**src/rtl/demux4way16_router.sv**
```systemverilog
// demux4way16_router: steers a 16-bit word stream into four per-channel FIFOs.
// Latency: one cycle, so a word accepted at edge N is visible on its channel after edge N.
// Backpressure: in_ready is low only when the addressed channel is full. Each channel drains under its own valid/ready.
// Optional stall counter: define DEMUX4WAY16_ROUTER_STATS_EN to add stat_drops/stat_clr.
module demux4way16_router #(
  parameter int DEPTH = 2,
  parameter int PTR_W = 1
) (
  input  logic        clk,
  input  logic        rst_n,
  input  logic [15:0] in_data,
  input  logic [1:0]  in_sel,
  input  logic        in_valid,
  output logic        in_ready,
  output logic [15:0] out0_data,
  output logic [15:0] out1_data,
  output logic [15:0] out2_data,
  output logic [15:0] out3_data,
  output logic        out0_valid,
  output logic        out1_valid,
  output logic        out2_valid,
  output logic        out3_valid,
`ifdef DEMUX4WAY16_ROUTER_STATS_EN
  output logic [7:0]  stat_drops,
  input  logic        stat_clr,
`endif
  input  logic        out0_ready,
  input  logic        out1_ready,
  input  logic        out2_ready,
  input  logic        out3_ready
);

  localparam logic [PTR_W:0] FULL_CNT = (PTR_W+1)'(DEPTH);

  // Per-channel storage and bookkeeping
  logic [15:0]      r_mem [4][DEPTH];
  logic [PTR_W-1:0] r_wp  [4];
  logic [PTR_W-1:0] r_rp  [4];
  logic [PTR_W:0]   r_cnt [4];

  logic [3:0]  w_full;
  logic [3:0]  w_empty;
  logic [3:0]  w_out_rdy;
  logic [3:0]  w_pop;
  logic [3:0]  w_push_ch;
  logic [15:0] w_head [4];
  logic        w_in_ready;
  logic        w_push;

  assign w_out_rdy = {out3_ready, out2_ready, out1_ready, out0_ready};

  // Only the addressed channel gates acceptance; a pop in the same cycle does not free a full channel
  assign w_in_ready = ~w_full[in_sel];
  assign w_push     = in_valid & w_in_ready;
  assign in_ready   = w_in_ready;

  // Status, pop/push decode and head-word selection per channel
  always_comb begin
    w_full    = '0;
    w_empty   = '0;
    w_pop     = '0;
    w_push_ch = '0;
    for (int k = 0; k < 4; k++) begin
      w_full[k]    = (r_cnt[k] == FULL_CNT);
      w_empty[k]   = (r_cnt[k] == '0);
      w_pop[k]     = w_out_rdy[k] & ~w_empty[k];
      w_push_ch[k] = w_push & (in_sel == 2'(k));
      // Empty channels present zero so a drained slot never leaks stale data
      w_head[k]    = w_empty[k] ? 16'h0000 : r_mem[k][r_rp[k]];
    end
  end

  assign out0_data  = w_head[0];
  assign out1_data  = w_head[1];
  assign out2_data  = w_head[2];
  assign out3_data  = w_head[3];
  assign out0_valid = ~w_empty[0];
  assign out1_valid = ~w_empty[1];
  assign out2_valid = ~w_empty[2];
  assign out3_valid = ~w_empty[3];

  // Pointer and occupancy update; pointers wrap naturally since DEPTH is a power of two
  always_ff @(posedge clk or negedge rst_n) begin
    if (!rst_n) begin
      for (int k = 0; k < 4; k++) begin
        r_wp[k]  <= '0;
        r_rp[k]  <= '0;
        r_cnt[k] <= '0;
      end
    end else begin
      for (int k = 0; k < 4; k++) begin
        if (w_push_ch[k]) r_wp[k] <= r_wp[k] + 1'b1;
        if (w_pop[k])     r_rp[k] <= r_rp[k] + 1'b1;
        if (w_push_ch[k] && !w_pop[k])      r_cnt[k] <= r_cnt[k] + 1'b1;
        else if (!w_push_ch[k] && w_pop[k]) r_cnt[k] <= r_cnt[k] - 1'b1;
      end
    end
  end

  // Word storage; contents need no reset because empty channels mask their output
  always_ff @(posedge clk) begin
    for (int k = 0; k < 4; k++) begin
      if (w_push_ch[k]) r_mem[k][r_wp[k]] <= in_data;
    end
  end

`ifdef DEMUX4WAY16_ROUTER_STATS_EN
  logic [7:0] r_stat_drops;

  // Saturating count of input stall cycles; clear wins over increment
  always_ff @(posedge clk or negedge rst_n) begin
    if (!rst_n) begin
      r_stat_drops <= 8'h00;
    end else if (stat_clr) begin
      r_stat_drops <= 8'h00;
    end else if (in_valid && !w_in_ready && r_stat_drops != 8'hFF) begin
      r_stat_drops <= r_stat_drops + 8'h01;
    end
  end

  assign stat_drops = r_stat_drops;
`endif

endmodule
```
**config.mk**
```make
export PLATFORM = sky130hd
export DESIGN_NAME = demux4way16_router
export DESIGN_NICKNAME = d
export VERILOG_FILES = /design/src/rtl/demux4way16_router.sv
export SDC_FILE = /design/constraint.sdc
export NUM_CORES = 1
export LEC_CHECK = 0
export BUFFER_PORTS_ARGS = -buffer_cell sky130_fd_sc_hd__buf_2
export CORE_MARGIN = 10
export CORE_UTILIZATION = 30
export DETAILED_ROUTE_END_ITERATION = 6
export GPL_TIMING_DRIVEN = 0
export PLACE_DENSITY = 0.44
export SYNTH_ARGS = -nofsm -noshare
export SYNTH_HDL_FRONTEND = slang
export SYNTH_SLANG_ARGS = --single-unit
```
**constraint.sdc**
```tcl
create_clock -name clk -period 3.09 [get_ports clk]
set_input_delay 0.618 -clock clk [delete_from_list [all_inputs] [get_ports clk]]
set_output_delay 0.618 -clock clk [all_outputs]
set_load 0.02 [all_outputs]
```
==> summary.md <==
| Metric | Value |
|---|---|
| Post-Syn Nets | 373 |
| Routed len/inst | 19.7 um |
| Setup CP Type | register to output pin |
| Placement Rows | 50 |
| Post-synth top flop | edfxtp_1 |
| Latest clock arrival within the worst-skew pair | 420 ps |
| Total routed wirelength | 13900 um |
| H-tree levels | 4 |
| Most used routing layer in global routing | met2 |
| Share of layout cells above drive strength 1 | 31.4% |
| FFs w/ async S/R, synth | 11.1% |
| Cts repair resizes | 0 |
| FMAX | 398 MHz |
| Status | finished, final reports clean |
| Pwr Density | 1000 nW/um2 |
| Antenna violations before repair | 0 |
| First-pass GRT wire length | 20500 um |
| Starting density of the core | 30.5% |
| Clk slew on worst S/H paths | 60 ps |
| Power after layout | 0.00709 W |
| Vias/cell | 4.40 |
| Worst setup EP type | output pin |
| Cells after synthesis | 344 |
| Clock sink total | 144 |
| Grt met2 use | 18.3% |
| P_leak | 2.82 nW |
| Fill count | 1791 |
| Max IR drop VDD | 0.424 mV |
| Starting DRT DRC Count | 136 |
| Number of flops mapped to enable cells by yosys | 128 |
| Post-DP HPWL | 9330 um |
| Max_slew headroom | 33.5% |
| Setup Viol. Count Final | 0 |
| CTS root buffer | clkbuf_16 |
| M3 GR Usage | 3.50% |
| CTS tree | built |
| WP data required | 2470 ps |
| Synth top area share | 67.3% |
| RSZ-0062 raised after global routing | no |
| Num ports | 94 |
| Overflow after GRT | 0 |
| CP Max Fanout | 10 |
| Routed vias | 3104 |
| DIE HEIGHT | 158 um |
| Synth Cell Area | 5710 um2 |
| Post-CTS Hold Buffers | 0 |
| Die W | 158 um |
| Area growth from synthesis to layout | 23.7% |
| Die area | 25000 um2 |
| Worst-Margin Slew | 998 ps |
| Synth area leader | edfxtp_1 |
| Worst-case clock buffer depth | 2 |
| Largest cells by area after synthesis | edfxtp_1, mux2i_1, dfrtp_1 |
| Period utilization | 81.2% |
| PortBufs | 93 |
| Worst hold path class | input pin to async pin |
| Max cap viols | 0 |
| DR DRC count | 0 |
| Slew Viols, Final | 0 |
| Clock period minus final worst setup slack | 2510 ps |
| Synthesized area per cell | 16.6 um2 |
| Final GP Congestion | 0.720 |
| Core area | 18700 um2 |
| Ant. Diodes | 0 |
| Gr usage total | 11.5% |
| Clk_skew | 7.84 ps |
| Routed Antenna Nets | 0 |
| Post-layout util | 37.8% |
| Ys Warns | 0 |
| Post-synth cell types | 27 |
| Register area share after synthesis | 74.3% |
| Vias in the first global route | 3344 |
| Final Hold Viols | 0 |
| CTS buffer count | 17 |
| Critical Path AT | 1890 ps |
| Met1 Track Usage GR | 14.2% |
| Post-CTS Setup Repair Bufs | 0 |
| Crit path launch type | register |
| Final-stage net count | 487 |
| TritonRoute pass-1 iters | 4 |
| Largest net degree at the start of global routing | 17 |
| FF+latch count, synth | 144 |
==> per-layer routing <==
layer / routed length, um / up-vias
met5: 0 / -
met4: 197 / 0
met3: 651 / 15
li1: - / 1477
met2: 6660 / 70
met1: 6410 / 1542
==> kinds of logic (layout without fill, tap and decap cells) <==
kind of cell / after synthesis / count (layout) / synth area share (%)
adders and majority gates: 4 / 4 / 0.876
xor gates and xnor gates: 20 / 20 / 3.33
and+or+nand+nor: 90 / 90 / 7.62
muxes: 65 / 65 / 11.6
AOI/OAI and AO/OA: 4 / 4 / 0.350
DFF: 144 / 144 / 74.3
buffers and inverters: 17 / 144 / 1.93
==> registers in the layout (all words and copies together), names as in the netlist <==
signal,flops
r_rp,4
r_cnt,8
r_mem,128
r_wp,4
==> stage by stage <==
stage	hold WS (ps)	worst slack [ps]	cells	setup TNS, ps	cell area, um2
3_3_place_gp	476	-1420	671	-22720	6470
4_1_cts	119	497	705	0	7070
3_5_place_dp	492	719	673	0	6500
2_1_floorplan	322	361	344	0	5710
5_1_grt	137	396	705	0	7070
6_report	124	581	705	0	7070
==> Yosys cell counts (2+ instances only) <==
cell and count:
edfxtp_1 128, nor2_1 68, mux2i_1 64, dfrtp_1 16, xor2_1 10, xnor2_1 8, buf_2 7, and2_1 4
buf_6 4, ha_1 4, inv_1 4, nor2_2 4, o21ai_0 4, nand2b_1 3, and2b_1 2, buf_4 2
xor2_2 2
==> area by class of cell <==
class                      count  area, um2  share of cell area [%]
clock buffer                  26        489                    6.92
buffer                        13       95.1                    1.35
clock inverter                 6       81.3                    1.15
tap                          234        293                    4.14
inverter                       4       15.0                   0.212
multi-input combinational    183       1370                    19.3
sequential                   144       4240                    60.0
timing repair buffer          95        484                    6.85
==> worst max-delay path, stage by stage, from the launching register on <==
cell and delay [ps]:
dfrtp_1 420, nor2_2 390, buf_2 370, nor2_1 110
buf_2 170
==> worst paths after layout <==
| kind | startpoint | end | slack, ps | depth (start not counted) |
|---|---|---|---|---|
| max | r_cnt[7] | out0_data[7] | 580 | 4 |
| min | rst_n | r_cnt[3] | 120 | 1 |
| max reg2reg | r_cnt[2] | r_mem[2][24] | 1020 | 3 |
| min reg2reg | r_wp[0] | r_wp[0] | 500 | 1 |
| max in group asynchronous | rst_n | r_cnt[6] | 2670 | 1 |
| min in group clk | in_data[12] | r_mem[0][12] | 500 | 1 |
==> layout by cell type, fill, tap and decap left out, drive strengths merged, types with 2 or more instances in the layout <==
cell type / synthesis / final
nor2: 72 / 72
clkinv: 0 / 3
bufinv: 0 / 2
nand2b: 4 / 4
o21ai: 4 / 4
edfxtp: 128 / 128
xor2: 12 / 12
xnor2: 8 / 8
and2: 4 / 4
nor2b: 2 / 2
ha: 4 / 4
mux2i: 64 / 64
inv: 4 / 4
and2b: 2 / 2
dfrtp: 16 / 16
buf: 13 / 108
clkbuf: 0 / 26
==> where the power goes <==
| part | switching, W | internal [W] |
|---|---|---|
| sequential | 0.000134 | 0.00236 |
| clock | 0.000727 | 0.00125 |
| combinational | 0.00170 | 0.000920 |
No activity file was read; power rests on OpenSTA's default activity.
